File: config.mk
export PLATFORM = sky130hd
export DESIGN_NAME = vecmac_seq_ctrl
export DESIGN_NICKNAME = d
export VERILOG_FILES = /design/src/rtl/vecmac_seq_ctrl.sv
export SDC_FILE = /design/constraint.sdc
export NUM_CORES = 1
export LEC_CHECK = 0
export CAP_MARGIN = 40
export CORE_MARGIN = 5
export CORE_UTILIZATION = 43
export DETAILED_ROUTE_END_ITERATION = 12
export PLACE_DENSITY = 0.73
export RECOVER_POWER = 25
export SLEW_MARGIN = 25
export SYNTH_ARGS = -nofsm -noshare
export SYNTH_HDL_FRONTEND = slang
export SYNTH_SLANG_ARGS = --single-unit
File: constraint.sdc
create_clock -name clk -period 5.35 [get_ports clk]
set_clock_uncertainty 0.05 [all_clocks]
set_input_delay 1.07 -clock clk [delete_from_list [all_inputs] [get_ports clk]]
set_output_delay 1.07 -clock clk [all_outputs]
set_load 0.01 [all_outputs]
File: src/rtl/vecmac_seq_ctrl.sv
// Sequencer feeding a 4-lane int8 dot-product multiplier: streams N operand pairs, sums N returns.
// Result 1 cycle after last return; op/cmd/res use valid-ready, multiplier side has no backpressure.
module vecmac_seq_ctrl #(
  parameter int LEN_W = 8,
  parameter int ACC_W = 26
) (
  input  logic             clk,
  input  logic             rst,
  input  logic             cmd_valid,
  output logic             cmd_ready,
  input  logic [LEN_W-1:0] cmd_len,
  input  logic             op_valid,
  output logic             op_ready,
  input  logic [31:0]      op_a,
  input  logic [31:0]      op_b,
  output logic             mul_in_valid,
  output logic [31:0]      mul_in_a,
  output logic [31:0]      mul_in_b,
  input  logic             mul_out_valid,
  input  logic [17:0]      mul_out_sum,
  output logic             res_valid,
  input  logic             res_ready,
  output logic [ACC_W-1:0] res_data,
  output logic             busy,
  output logic             err
);

  if (ACC_W < 18 + LEN_W) begin : g_bad_acc_w
    $error("vecmac_seq_ctrl: ACC_W must be >= 18+LEN_W");
  end

  typedef enum logic [1:0] {IDLE, ISSUE, DRAIN, DONE} state_t;

  localparam logic [LEN_W-1:0] ONE = LEN_W'(1);

  state_t             state, state_nxt;
  logic [LEN_W-1:0]   len, issue_cnt, ret_cnt;
  logic [ACC_W-1:0]   acc;
  logic               cmd_fire, op_fire, acc_en, stray_ret;

  assign cmd_fire  = cmd_valid & cmd_ready;
  assign op_fire   = op_valid & op_ready;
  // Returns only count while a vector is in flight; anything else is a protocol error.
  assign acc_en    = mul_out_valid & ((state == ISSUE) | (state == DRAIN));
  assign stray_ret = mul_out_valid & ((state == IDLE) | (state == DONE));
  assign res_data  = acc;

  always_comb begin
    state_nxt = state;
    cmd_ready = 1'b0;
    op_ready  = 1'b0;
    res_valid = 1'b0;
    busy      = (state != IDLE);
    case (state)
      IDLE: begin
        cmd_ready = 1'b1;
        if (cmd_valid) state_nxt = (cmd_len == '0) ? DONE : ISSUE;
      end
      ISSUE: begin
        op_ready = 1'b1;
        if (op_valid && (issue_cnt == len - ONE)) state_nxt = DRAIN;
      end
      DRAIN: begin
        if (acc_en && (ret_cnt + ONE == len)) state_nxt = DONE;
      end
      DONE: begin
        res_valid = 1'b1;
        if (res_ready) state_nxt = IDLE;
      end
      default: state_nxt = IDLE;
    endcase
  end

  always_ff @(posedge clk) begin
    if (rst) begin
      state        <= IDLE;
      len          <= '0;
      issue_cnt    <= '0;
      ret_cnt      <= '0;
      acc          <= '0;
      mul_in_valid <= 1'b0;
      mul_in_a     <= '0;
      mul_in_b     <= '0;
      err          <= 1'b0;
    end else begin
      state        <= state_nxt;
      mul_in_valid <= op_fire;
      if (cmd_fire) begin
        len       <= cmd_len;
        acc       <= '0;
        issue_cnt <= '0;
        ret_cnt   <= '0;
      end
      if (op_fire) begin
        mul_in_a  <= op_a;
        mul_in_b  <= op_b;
        issue_cnt <= issue_cnt + ONE;
      end
      if (acc_en) begin
        acc     <= acc + {{(ACC_W-18){1'b0}}, mul_out_sum};
        ret_cnt <= ret_cnt + ONE;
      end
      if (stray_ret) err <= 1'b1;
    end
  end

endmodule
* Yosys cells after proc, flatten, opt, wreduce, memory -nomap -nowiden *
Index checks and enable logic that the tools add are counted.

cells by class
  $add $sub $neg = 4
  reduce and logical (&&, ||, !) cells = 8
  eq/ne operators = 9
  mux-type cells = 14
  bitwise logic cells = 6

operators with widths
  operator                                                                  number
  26-bit two-way mux                                                        2
  26-bit by 18-bit adder with 26-bit output                                 1
  8-bit two-way mux                                                         3
  8-bit by 1-bit adder with 8-bit output (second input constant)            2
  8-bit == test                                                             2
  2-bit two-way mux                                                         5
  8-bit logical NOT                                                         1
  2-bit case mux with 4 select lines                                        1
  8-bit by 1-bit subtractor with 8-bit output (second input constant)       1
  2-bit nonzero test                                                        3
  1-bit bitwise AND                                                         4
  2-bit == test (second input constant)                                     2
  2-bit by 1-bit inequality test with 1-bit output (second input constant)  2
  2-bit inequality test (second input constant)                             2
  4-bit AND reduction                                                       1
  1-bit two-way mux                                                         3
  2-bit by 1-bit == test with 1-bit output (second input constant)          1
  1-bit logical AND                                                         2
  2-bit logical NOT                                                         1
  1-bit OR                                                                  2

storage, ports and cells
  logic and storage cells = 50
  bits of input ports = 96
  bits in registers = 118
  output and inout bits = 96

* Depth between registers and ports, before layout *
Gate-level depths: netlist of the first run.

  depth after elaboration = 6
  depth in mapped cells = 10

* Worst setup path after synthesis of the first run *
OpenSTA, ideal clock, no wires.

  kind = input-to-reg
  from = in mul_out_sum[0]
  to = reg acc[20] (netlist: res_data[20])
  stages on the path = 10
  setup time = 0.062 ns
  buffers on the path = 0
  arrival time = 3.004 ns
  data required time = 5.238 ns
  slack = 2.234 ns
  cells stage by stage = ha_1 -> inv_1 -> fa_1 -> inv_1 -> a21o_1 -> a211o_1 -> a311oi_2 -> o31a_1 -> or4_1 -> nand3_1

on the way
  cells in the longest elaborated chain, start to end = 2

RTL lines
  element                                    line  text
  from (decl)                                20    input logic [17:0] mul_out_sum,
  26-bit by 18-bit adder with 26-bit output  100   acc <= acc + {{(ACC_W-18){1'b0}}, mul_out_sum};
  26-bit two-way mux                         99    if (acc_en) begin
  to (signal assigned)                       100
  to (decl)                                  38    logic [ACC_W-1:0] acc;

Every way passes these cells.
A chain may end at the register's enable or synchronous reset.

* Worst setup path after layout of the first run *
  from = in op_valid
  to = reg mul_in_a[0]

on the way
  cells in the longest elaborated chain, start to end = 1

RTL lines
  element               line  text
  from (decl)           12    input logic op_valid,
  1-bit bitwise AND     42    assign op_fire = op_valid & op_ready;
  to (signal assigned)  95    mul_in_a <= op_a;
  to (decl)             17    output logic [31:0] mul_in_a,

Every way passes these cells.

==> results of run 1 <==
[cell usage in the layout (no fill, tap or decap), drive strengths merged, types with 4 or more instances in the layout]
cell type | netlist | final
xnor2 | 21 | 21
nand3 | 19 | 19
a21o | 9 | 9
dlygate4sd3 | 0 | 24
bufinv | 0 | 4
ha | 25 | 25
nor2 | 50 | 50
or3 | 4 | 4
a211oi | 6 | 6
nor4 | 6 | 6
and3 | 4 | 4
clkbuf | 36 | 22
nand2 | 181 | 181
a21oi | 108 | 108
inv | 17 | 17
a22oi | 7 | 7
o21ai | 30 | 30
o211ai | 5 | 5
clkinvlp | 0 | 4
xor2 | 14 | 14
dfxtp | 118 | 118
and2 | 6 | 6
nor3 | 4 | 4
clkinv | 0 | 4
nor3b | 4 | 4
clkdlybuf4s50 | 0 | 166
[registers in the layout (all words and copies together), names as in the netlist]
signal / count
mul_in_a: 32
mul_in_b: 32
res_data: 26
issue_cnt: 8
len: 8
ret_cnt: 8
state: 2
err: 1
mul_in_valid: 1
[kinds of logic after synthesis]
family	count (synthesis)	synth area share, %
xor+xnor	35	5.68
compound gates	199	21.1
fa+ha+maj	26	5.82
buf+inv	57	3.98
simple gates	290	21.4
flops	118	41.3
mux	4	0.721
[worst min-delay path by stage]
| stage | startpoint | endpoint | cells after the start |
|---|---|---|---|
| after floorplan | len[7] | len[7] | 2 |
| after global placement | mul_in_a[13] | mul_in_a[13] | 2 |
| after detailed placement | mul_in_b[19] | mul_in_b[19] | 2 |
| after CTS | mul_in_b[19] | mul_in_b[19] | 2 |
| after global routing | mul_in_b[19] | mul_in_b[19] | 2 |
| final | mul_in_a[2] | mul_in_a[2] | 2 |
[metrics by stage]
step | instances | setup slack (ns) | util (%)
finish | 1092 | 1.86 | 63.7
global route | 1092 | 1.51 | 63.7
CTS | 1092 | 1.96 | 63.8
detailed placement | 1061 | 1.54 | 59.0
global placement | 1059 | 1.59 | 58.7
floorplan | 729 | 2.23 | -
[per-layer routing]
layer | vias to the layer above | routed length, um | track usage (%)
met5 | - | 0 | 0
met4 | 0 | 309 | 7.40
met3 | 22 | 1200 | 6.78
li1 | 2862 | - | -
met2 | 177 | 7620 | 33.4
met1 | 2565 | 6970 | 25.2
[area by class of cell]
class | instances | area [um2]
Inverter | 17 | 63.8
Clock buffer | 19 | 453
Timing Repair Buffer | 196 | 1960
Multi-Input combinational cell | 554 | 3140
Fill cell | 1172 | 4770
Sequential cell | 118 | 2360
Tap cell | 176 | 220
Clock inverter | 12 | 178
[power by group through the flow]
stage	clock, mW	sequential, mW	combinational (mW)
after CTS	1.22	1.09	1.10
after global placement	0	1.10	1.08
after global routing	1.26	1.11	1.20
after floorplan	0	1.13	0.635
final	1.20	1.09	1.08
after detailed placement	0	1.11	1.09
[worst max-delay path, delay by kind of cell]
| kind | cells | cell delay [ns] |
|---|---|---|
| compound gates | 1 | 0.21 |
| buf+inv | 2 | 1.89 |
| simple gates | 2 | 0.60 |
==> qor.yml, run 1 <==
setup_viol: 0
ys_types: 60
layout-drive-gt1-share_pct: 4.69
critical_path.startpoint: "op_valid"
ff2ff_path_depth: 6
clkTransAtPathRegs_ns: 0.05
portBuffers: 191
ys_top_cells_by_area: "dfxtp_1 (41%), nand2_1 (12%), a21oi_1 (9.4%), ha_1 (5.5%), nor2_1 (3.2%)"
vias_per_cell: 5.15
yosys_warnings: 0
run_status: "finished with violations"
drc: 0
initial_core_util_pct: 43.6
cts_tree: "yes"
critPathCapture: "mul_in_a[0]"
final_area_mm2: 0.00837
dp_hpwl_um: 11700
antenna_found_initial: 0
required_ns: 5.64
clkLatencyLatePin_ns: 0.41
num_rows: 42
yosysTopAreaCell: "dfxtp_1"
cts_buffer_depth: 2
synth_area_per_cell_um2: 7.85
cts_resized: 0
crit_arrival_ns: 3.78
ys.flop_type: "dfxtp_1"
grt_util_all_layers_pct: 20.4
clkSinkCount: 118
cpPeakStageDelay_ns: 1.44
path_class: "input port to flip-flop"
synth_edf_count: 0
place_area_mm2: 0.00775
violations: "capacitance limit, slew limit"
min_path_type: "flip-flop to flip-flop"
wl_per_cell_um: 14.7
drtAntennaViolNets: 0
path_cells: "clkdlybuf4s50_1 -> nand2_2 -> clkbuf_1 -> nand2_1 -> a21oi_1"
grt_pass1_wl_um: 26600
synthToLayoutAreaGrowth_pct: 46.2
r2r_end: "mul_in_a[0]"
p_clk_share_pct: 35.5
fin_crit_sh_pct: 65.3
dr.pass1.iters: 5
dieHeight_um: 125
crit_fanout: 44
tns_ns: 0
drv_cap: 2
swShare_pct: 31.7
endpoint_kind: "flip-flop"
max_freq_mhz: 286
synth_commonest_cells: "nand2_1 (181), dfxtp_1 (118), a21oi_1 (108), nor2_1 (49), clkbuf_1 (36)"
timing.hold.ws_ns: 0.397
powerDensity_mw_per_mm2: 403
ir_drop_v: 0.000208
overflow: 0
syn_area_mm2: 0.00572
htreeDepth: 4
slew_headroom_pct: -29.0
p_seq_share_pct: 32.3
pin_count: 192
synth.most_common_cell: "nand2_1"
yosysSeqAreaShare_pct: 41.3
synthCells: 729
cp-start-kind: "input port"
ys_seq_elements: 118
hold_viol: 0
report.power.total_mw: 3.37
cts_root_buffer: "clkbuf_16"
cts_inserted_buffers: 17
n_antenna_cell: 0
syn-num-nets: 851
vias: 5626
maxSlewViolCount: 76
coreArea_mm2: 0.0131
post-route-min-period_ns: 3.49
power_frac_comb_pct: 32.2
timing.rr.start: "state[1]"
worst_pin_slew_ns: 1.93
die_area_mm2: 0.0157
ys_async_sr_fraction_pct: 0
totalWireLength_um: 16100
grt_pass1_vias: 5377
place.gp.congestion: 0.817
drt_iter0_drc: 430
p_switching_mw: 1.07
leakage_nw: 3.17
post_cts_buffers: 0
hold_buffers: 0
rsz0062_at_grt: "false"
r2r_setup_slack_ns: 2.26
p_int_mw: 2.30
die_w_um: 125
synth_top_area_share_pct: 41.3
grt_max_degree: 57
crit_path_top_delay_cell: "clkbuf_1"
nets: 1026
(Power assumes the default switching activity.)
==> inputs of run 2 (changes only) <==
--- a/config.mk
+++ b/config.mk
@@ -7,9 +7,9 @@
 export LEC_CHECK = 0
 export CAP_MARGIN = 40
 export CORE_MARGIN = 5
-export CORE_UTILIZATION = 43
+export CORE_UTILIZATION = 42
 export DETAILED_ROUTE_END_ITERATION = 12
-export PLACE_DENSITY = 0.73
+export PLACE_DENSITY = 0.74
 export RECOVER_POWER = 25
 export SLEW_MARGIN = 25
 export SYNTH_ARGS = -nofsm -noshare
==> constraint.sdc (replaced) <==
create_clock -name clk -period 3 [get_ports clk]
set_clock_uncertainty 0.05 [all_clocks]
set_input_delay 0.6 -clock clk [delete_from_list [all_inputs] [get_ports clk]]
set_output_delay 0.6 -clock clk [all_outputs]
set_load 0.01 [all_outputs]
==> qor.yml, run 2 (same netlist as run 1, synthesis figures left out) <==
worst_pin_slew_ns: 1.05
portBuffers: 191
p_switching_mw: 1.97
endpoint_kind: "flip-flop"
holdCritStartpoint: "mul_in_b[24]"
num_rows: 42
hold_depth: 2
ff2ff_path_depth: 9
drv_cap: 0
final_cells: 1125
clkLatencyLatePin_ns: 0.41
grt_max_degree: 77
seqCellArea_mm2: 0.00236
coreArea_mm2: 0.0133
cts_resized: 0
post_cts_buffers: 0
drc: 0
dp_hpwl_um: 12000
r2r_setup_slack_ns: 0.43
p_clk_share_pct: 32.5
hold-path-endpoint: "mul_in_b[24]"
clkSinkCount: 118
dp.cells: 1093
max_freq_mhz: 365
final_common_cell: "clkdlybuf4s50_1"
leakage_nw: 3.21
grt_util_all_layers_pct: 20.3
rsz0062_at_grt: "false"
place_area_mm2: 0.00798
n_antenna_cell: 0
totalWireLength_um: 16500
overflow: 0
setup_viol: 0
drt_iter0_drc: 417
ir_drop_v: 0.000491
layout-drive-gt1-share_pct: 7.90
p_int_mw: 4.04
place.gp.congestion: 0.861
n_fill_cell: 1152
cts_tree: "yes"
hold_viol: 0
final_cell_mix: "clkdlybuf4s50_1 (190), nand2_1 (181), dfxtp_1 (118)"
cts_root_buffer: "clkbuf_16"
cts_buffer_depth: 2
required_ns: 3.31
fin_crit_sh_pct: 91.4
die_area_mm2: 0.0161
r2r_end: "state[1]"
crit_arrival_ns: 3.05
grt_pass1_vias: 5429
die_w_um: 127
synthToLayoutAreaGrowth_pct: 49.4
path_class: "input port to flip-flop"
vias_per_cell: 5.07
initial_core_util_pct: 43.0
swShare_pct: 32.8
min_path_type: "flip-flop to flip-flop"
timing.rr.start: "state[0]"
antenna_found_initial: 0
dr.pass1.iters: 5
report.power.total_mw: 6.00
wl_per_cell_um: 14.6
maxSlewViolCount: 0
power_frac_comb_pct: 35.2
final_area_mm2: 0.00855
crit_fanout: 6
cts_inserted_buffers: 17
clkTransAtPathRegs_ns: 0.06
grt_pass1_wl_um: 26800
pin_count: 192
path_cells: "clkdlybuf4s50_1 -> ha_1 -> inv_1 -> fa_1 -> inv_1 -> a21o_1 -> a211o_1 -> a311oi_2 -> o31a_1 -> or4_1 -> nand3_1"
nets: 1058
cp-start-kind: "input port"
hold_buffers: 0
run_status: "complete, no violations"
cpPeakStageDelay_ns: 0.46
htreeDepth: 4
powerDensity_mw_per_mm2: 702
p_seq_share_pct: 32.3
crit_path_top_delay_cell: "clkdlybuf4s50_1"
slew_headroom_pct: 29.7
multi_input_area_mm2: 0.00313
drtAntennaViolNets: 0
vias: 5701
cp_common_cell: "inv_1"
dieHeight_um: 127
post-route-min-period_ns: 2.74
-- run 2: changes by cell type in the layout (fill, tap and decap cells not counted), sizes merged --
| cell | delta |
|---|---|
| clkdlybuf4s50 | +24 |
| bufinv | -3 |
| clkinvlp | +3 |
| clkinv | -3 |
| dlygate4sd3 | -24 |
| buf | +32 |
| inv | +1 |
| clkbuf | +3 |
-- run 2: critical path, delay by kind of cell --
kind,cells,cell delay [ns]
fa+ha+maj,2,0.54
compound gates,4,0.83
buf+inv,3,0.58
simple gates,2,0.50
-- run 2: power groups by stage --
stage               logic (mW)  registers (mW)  clock network (mW)
finish                    2.11            1.94                1.95
global route              2.32            1.97                2.08
CTS                       2.14            1.94                1.99
detailed placement        2.12            1.97                   0
global placement          2.10            1.96                   0
floorplan                 1.13            2.02                   0
-- run 2: metrics by stage --
step | setup WS (ns) | setup TNS, ns | hold slack [ns] | util, %
after floorplan | 0.354 | 0 | 0.422 | -
after global placement | -0.142 | -0.636 | 0.391 | 60.0
after detailed placement | -0.159 | -1.17 | 0.395 | 60.0
after CTS | 0.270 | 0 | 0.403 | 64.4
after global routing | 0.0988 | 0 | 0.416 | 64.3
final | 0.257 | 0 | 0.401 | 64.3
-- run 2: worst max-delay path by stage --
stage,to,start,cells past startpoint
final,res_data[20],mul_out_sum[0],11
after global placement,res_data[20],mul_out_sum[0],11
after CTS,res_data[20],mul_out_sum[0],11
after floorplan,res_data[20],mul_out_sum[0],10
after detailed placement,res_data[20],mul_out_sum[0],11
after global routing,res_data[20],mul_out_sum[0],11
-- run 2: layout make-up --
class,count,area share [%]
clock buffers,22,5.66
clock inverters,10,1.13
inverters,17,0.746
multi-input cells,554,36.7
flip-flops and latches,118,27.6
well taps,176,2.58
repair buffers,228,25.6
-- run 2: layer usage --
| metal | part of all wire [%] | track usage [%] | up-vias |
|---|---|---|---|
| met5 | 0 | 0 | - |
| met4 | 1.6 | 7.00 | 0 |
| met3 | 7.3 | 6.94 | 17 |
| met2 | 49 | 34.1 | 178 |
| met1 | 42 | 24.2 | 2575 |
| li1 | - | - | 2931 |
==> inputs of run 3 (changes only) <==
--- a/config.mk
+++ b/config.mk
@@ -7,9 +7,10 @@
 export LEC_CHECK = 0
 export CAP_MARGIN = 40
 export CORE_MARGIN = 5
-export CORE_UTILIZATION = 42
+export CORE_UTILIZATION = 43
+export CTS_CLUSTER_DIAMETER = 50
 export DETAILED_ROUTE_END_ITERATION = 12
-export PLACE_DENSITY = 0.74
+export PLACE_DENSITY = 0.73
 export RECOVER_POWER = 25
 export SLEW_MARGIN = 25
 export SYNTH_ARGS = -nofsm -noshare
==> constraint.sdc (replaced) <==
create_clock -name clk -period 2.7 [get_ports clk]
set_clock_uncertainty 0.05 [all_clocks]
set_input_delay 0.54 -clock clk [delete_from_list [all_inputs] [get_ports clk]]
set_output_delay 0.54 -clock clk [all_outputs]
set_load 0.01 [all_outputs]
==> qor.yml, run 3 (same netlist as run 1, synthesis figures left out) <==
portBuffers: 191
vias_per_cell: 5.01
grt_pass1_vias: 5394
place.gp.congestion: 0.849
hold_depth: 2
ir_drop_v: 0.000496
report.power.total_mw: 6.55
post-route-min-period_ns: 2.58
grt_max_degree: 45
endpoint_kind: "flip-flop"
htreeDepth: 4
cp-start-kind: "input port"
layout-drive-gt1-share_pct: 9.08
setup_viol: 0
dr.pass1.iters: 5
drtAntennaViolNets: 0
place_area_mm2: 0.00803
die_w_um: 125
die_area_mm2: 0.0157
slew_headroom_pct: 12.9
r2r_end: "state[1]"
grt_pass1_wl_um: 26600
fin_ws_ns: 0.116
final_area_mm2: 0.00858
num_rows: 42
min_path_type: "flip-flop to flip-flop"
ff2ff_path_depth: 9
required_ns: 3.00
wl_per_cell_um: 14.2
drt_iter0_drc: 283
leakage_nw: 3.25
antenna_found_initial: 0
pin_count: 192
fin_crit_sh_pct: 95.7
initial_core_util_pct: 43.6
rsz0062_at_grt: "true"
max_freq_mhz: 387
hold_viol: 0
final_common_cell: "clkdlybuf4s50_1"
run_status: "complete, no violations"
totalWireLength_um: 16100
path_class: "input port to flip-flop"
dieHeight_um: 125
timing.rr.start: "state[0]"
drv_cap: 0
worst_pin_slew_ns: 1.31
dp_hpwl_um: 11800
clkLatencyLatePin_ns: 0.41
crit_fanout: 7
hold-path-endpoint: "mul_in_a[7]"
cts_tree: "yes"
crit_arrival_ns: 2.89
coreArea_mm2: 0.0131
n_antenna_cell: 0
clkSinkCount: 118
dpl_worst_slack_ns: -0.407
synthToLayoutAreaGrowth_pct: 50.0
clkTransAtPathRegs_ns: 0.06
final_cell_mix: "clkdlybuf4s50_1 (189), nand2_1 (181), dfxtp_1 (118)"
vias: 5685
cts_inserted_buffers: 17
nets: 1067
cts_root_buffer: "clkbuf_16"
drc: 0
r2r_setup_slack_ns: 0.23
holdCritStartpoint: "mul_in_a[7]"
grt_util_all_layers_pct: 20.5
timing.hold.ws_ns: 0.401
powerDensity_mw_per_mm2: 763
cts_buffer_depth: 2
hold_buffers: 0
overflow: 0
maxSlewViolCount: 0
[run 3: cell types whose count changed in the layout (fill, tap and decap cells not counted), sizes merged]
cell           before  now
dlygate4sd3         0    1
buf                35   42
bufinv              1    0
clkinv              1    6
clkbuf             25   26
clkinvlp            7    4
clkdlybuf4s50     190  189
[run 3: worst max path at each step]
stage / from / endpoint / depth (start not counted)
floorplan: mul_out_sum[0] / res_data[20] / 10
CTS: mul_out_sum[0] / res_data[20] / 11
finish: mul_out_sum[0] / res_data[20] / 11
detailed placement: mul_out_sum[0] / res_data[20] / 11
global placement: mul_out_sum[0] / res_data[20] / 11
global route: mul_out_sum[0] / res_data[22] / 12
[run 3: area by class of cell]
type,instances,area [um2]
Fill cell,1158,4550
Clock inverter,11,76.3
Tap cell,176,220
Inverter,17,63.8
Sequential cell,118,2360
Timing Repair Buffer,237,2240
Clock buffer,21,470
Multi-Input combinational cell,554,3150
[run 3: critical path: stages]
cell             delay (ns)
clkdlybuf4s50_1        0.46
ha_2                   0.17
inv_1                  0.05
fa_2                   0.33
inv_1                  0.06
a21o_1                 0.12
a211o_1                0.18
a311oi_2               0.13
o31a_1                 0.34
or4_1                  0.41
nand3_1                0.09
[run 3: per-layer routing]
metal / up-vias / track usage, % / wire, um
li1: 2945 / - / -
met1: 2557 / 26.1 / 7100
met2: 161 / 32.7 / 7570
met3: 22 / 6.52 / 1080
met4: 0 / 7.14 / 343
met5: - / 0 / 0
[run 3: per-stage QoR]
stage                     utilization [%]  setup TNS (ns)  instances
after floorplan                         -               0        729
after global placement               61.1           -3.68       1101
after detailed placement             61.1           -4.03       1101
after CTS                            65.3               0       1133
after global routing                 65.3         -0.0150       1134
final                                65.3               0       1134
[run 3: repair_timing]
action | in CTS | in global routing
hold endpoints to repair | 0 | 0
setup buffers | 0 | 1
gates resized for setup | 0 | 4
setup endpoints to repair | 0 | 10
[run 3: power by group]
group / leakage [nW] / switching, mW / internal [mW]
clock network: 0.261 / 0.800 / 1.24
registers: 0.958 / 0.177 / 1.98
logic: 2.03 / 1.20 / 1.16
total: 3.25 / 2.17 / 4.38
==> variant 1, RTL diff (settings of run 3) <==
`ACC_W`: 26 -> 52.
--- a/src/rtl/vecmac_seq_ctrl.sv
+++ b/src/rtl/vecmac_seq_ctrl.sv
@@ -2,7 +2,7 @@
 // Result 1 cycle after last return; op/cmd/res use valid-ready, multiplier side has no backpressure.
 module vecmac_seq_ctrl #(
   parameter int LEN_W = 8,
-  parameter int ACC_W = 26
+  parameter int ACC_W = 52
 ) (
   input  logic             clk,
   input  logic             rst,
Ports: changed (resized res_data); port bits go from 192 to 218. No check against the original RTL was run, so the function may have changed too.
==> variant 1 against run 3 <==
  * Setup slack improved by 13 ps
  * Cell count rose by 17%
  * Worst hold slack got worse by 1.1 ps
  * Power rose by 9.4%
  * Sequential cell count rose by 26
  * Largest power group is now sequential cells
  * Synthesized area rose by 18%
  * Die area rose by 17%
  * Via count rose by 23%
  * Global-route usage rose by 1.4 points
  * Utilization rose by 2.7 points
  * Synthesized cell count rose by 14%
  * Routed wire length rose by 29%
  * Final area rose by 21%
==> variant 1: results (changes against run 3) <==
metric	value	unit	change
placed_area	0.00959	mm2	was 0.00803 mm2
whs	399	ps	was 401 ps
fin_nets	1227		was 1067
ys_seq_area_frac	0.425		was 0.413
grt_max_degree	66		was 45
crit_fanout	4		was 7
cts-buffers-inserted	17		unchanged
ctsLongestPathBuffers	2		unchanged
hpwl	14.9	mm	was 11.8 mm
use_met1	0.257		was 0.261
synth_compound_area_frac	0.215		was 0.211
viasPerCell	5.28		was 5.01
worstPathArrival	2820	ps	was 2890 ps
clockPowerShare	0.294		was 0.312
use_met3	0.0776		was 0.0652
ys_types	63		was 60
drt_iter0_markers	449		was 283
io_buffers	217		was 191
crit_start	mul_out_sum[12]		was mul_out_sum[0]
wl	20.8	mm	was 16.1 mm
ir_drop	0.421	mV	was 0.496 mV
setup.worst_path.end	res_data[19]		was res_data[20]
r2r_slack	200	ps	was 230 ps
yosys-top-cells-count	187 x nand2_1, 144 x dfxtp_1, 111 x a21oi_1, 52 x nor2_1, 39 x clkbuf_1		was 181 x nand2_1, 118 x dfxtp_1, 108 x a21oi_1, 49 x nor2_1, 36 x clkbuf_1
worst_path_largest_cell_delay	410	ps	was 460 ps
synth.area.top_cells	dfxtp_1 43%, nand2_1 10%, a21oi_1 8.2%		was dfxtp_1 41%, nand2_1 12%, a21oi_1 9.4%
use_met2	0.379		was 0.327
clkLatencyLatePin	420	ps	
r2r-start	res_data[6]		was state[0]
relSlewSlack	0.128		was 0.129
dr_wl_met2	10.5	mm	was 7.57 mm
swShare	0.333		was 0.332
place.gp.congestion	0.839		was 0.849
combPwrFrac	0.352		was 0.360
grt_pass1_wl	32.8	mm	was 26.6 mm
status	complete, no violations		unchanged
drtPass1Iterations	5		unchanged
gr-usage-all-layers	0.219		was 0.205
min_to	mul_in_b[5]		was mul_in_a[7]
min_from	mul_in_b[5]		was mul_in_a[7]
p_leak	4.08	nW	was 3.25 nW
grt_pass1_vias	6725		was 5394
drive_above_1_share	0.131		was 0.0908
-- variant 1: repair_timing --
| item | 4_1_cts | 5_1_grt |
|---|---|---|
| setup buffers | 4 | 7 |
| endpoints found under the setup margin | 34 | 36 |
| resized for setup | 12 | 33 |
| pin swaps | 8 | 16 |
| gates cloned | 0 | 0 |
-- variant 1: stage by stage --
step / total power (W) / setup slack (ps) / std cells / utilization
floorplan: 0.00381 / 73.8 / 832 / -
global placement: 0.00492 / -547 / 1285 / 0.626
detailed placement: 0.00497 / -598 / 1286 / 0.626
CTS: 0.00714 / 7.03 / 1322 / 0.666
global route: 0.00758 / 0.143 / 1329 / 0.680
finish: 0.00716 / 129 / 1329 / 0.680
-- variant 1: cell type report --
cell class / count / area [um2]
Clock inverter: 12 / 88.8
Timing Repair Buffer: 300 / 2830
Clock buffer: 20 / 437
Tap cell: 211 / 264
Sequential cell: 144 / 2880
Multi-Input combinational cell: 629 / 3870
Fill cell: 1289 / 4900
Inverter: 13 / 48.8
==> variant 2, RTL diff (config.mk and constraints of run 3) <==
Without the edit above. Encoding of `state_t`: now one-hot (4 bits for 4 states).
--- a/src/rtl/vecmac_seq_ctrl.sv
+++ b/src/rtl/vecmac_seq_ctrl.sv
@@ -29,7 +29,7 @@
     $error("vecmac_seq_ctrl: ACC_W must be >= 18+LEN_W");
   end
 
-  typedef enum logic [1:0] {IDLE, ISSUE, DRAIN, DONE} state_t;
+  typedef enum logic [3:0] {IDLE = 4'b0001, ISSUE = 4'b0010, DRAIN = 4'b0100, DONE = 4'b1000} state_t;
 
   localparam logic [LEN_W-1:0] ONE = LEN_W'(1);
 
Behaviour: same outputs for any inputs over 4 cycles, from zero or initial values and one cycle with rst high; so few cycles prove little.
==> variant 2 against run 3 <==
  * Cell count is 1.1% higher
  * Synthesized area is 0.68% higher
  * Register-to-register slack worse by 100 ps
  * Sequential share of layout area is 0.30 points lower
  * Maximum frequency is 0.38% higher
  * Final area is 2.9% higher
  * Routed wire length is 1.9% higher
  * Setup slack better by 9.8 ps
  * Sequential cell count is 2 higher
  * Highest routed layer unchanged
Power is not compared: it rests on default switching activity, and its combinational part moved more than twofold at a synthesized area within 25%.
==> variant 2: results (changes against run 3) <==
metric	value	unit	change
status	complete, no violations		unchanged
ys_seq_area_frac	0.417		was 0.413
fin_nets	1075		was 1067
buf_share	0.266		was 0.261
r2r-start	res_data[0]		was state[0]
cts_sinks	120		was 118
r2r_slack	130	ps	was 230 ps
tightest_slew	534	ps	was 1310 ps
worstPathArrival	2850	ps	was 2890 ps
rr_endpoint	res_data[22]		was state[1]
yosys-top-cells-count	168 x nand2_1, 120 x dfxtp_1, 105 x a21oi_1, 52 x nor2_1, 34 x o21ai_0		was 181 x nand2_1, 118 x dfxtp_1, 108 x a21oi_1, 49 x nor2_1, 36 x clkbuf_1
synth.area.mux_share	0.00195		was 0.00721
drt_iter0_markers	362		was 283
gr-usage-all-layers	0.204		was 0.205
place.gp.congestion	0.872		was 0.849
min_from	err		was mul_in_a[7]
grt_pass1_wl	27.1	mm	was 26.6 mm
dr_total_vias	5831		was 5685
synthAdderAreaFrac	0.0491		was 0.0582
syn_area_per_cell	7.89	um2	was 7.85 um2
grt_max_degree	43		was 45
ys_types	53		was 60
placed_area	0.00816	mm2	was 0.00803 mm2
synth_compound_area_frac	0.203		was 0.211
min_to	err		was mul_in_a[7]
clkbuf_count	17		was 21
whs	398	ps	was 401 ps
worst_path_largest_cell_delay	360	ps	was 460 ps
cts.repair.resized	12		was 0
synth.area.top_cells	dfxtp_1 42%, nand2_1 11%, a21oi_1 9.1%		was dfxtp_1 41%, nand2_1 12%, a21oi_1 9.4%
grt_pass1_vias	5571		was 5394
slowest_stage	fa_2		was clkdlybuf4s50_1
drive_above_1_share	0.111		was 0.0908
met1Wirelength	7.44	mm	was 7.10 mm
dp.cells	1111		was 1101
place_ws	-619	ps	was -407 ps
nNonClkBuffers	246		was 237
use_met3	0.0550		was 0.0652
synth_xor_area_frac	0.0623		was 0.0568
clk_share	0.0680		was 0.0637
multi_input_area_share	0.364		was 0.367
## variant 2: cell types whose count changed after synthesis, moves of 4 or more
cell	before	now
xor2_1	14	23
nand2_1	181	168
inv_1	17	13
nand3_1	19	14
o21ai_0	9	34
clkbuf_1	36	26
ha_1	25	21
nand3b_1	2	6
nand4_1	3	7
buf_2	2	10
nand2b_1	3	11
o21ai_1	21	0
## variant 2: how the worst max path moves through the flow
| stage | start | end | slack [ps] | cells past startpoint |
|---|---|---|---|---|
| after CTS | res_data[0] | res_data[22] | 10 | 10 |
| final | res_data[0] | res_data[22] | 130 | 10 |
| after floorplan | mul_out_sum[0] | res_data[22] | 2 | 10 |
| after global routing | mul_out_sum[2] | res_data[18] | 0.6 | 10 |
| after global placement | mul_out_sum[0] | res_data[22] | -550 | 11 |
| after detailed placement | mul_out_sum[0] | res_data[22] | -620 | 11 |
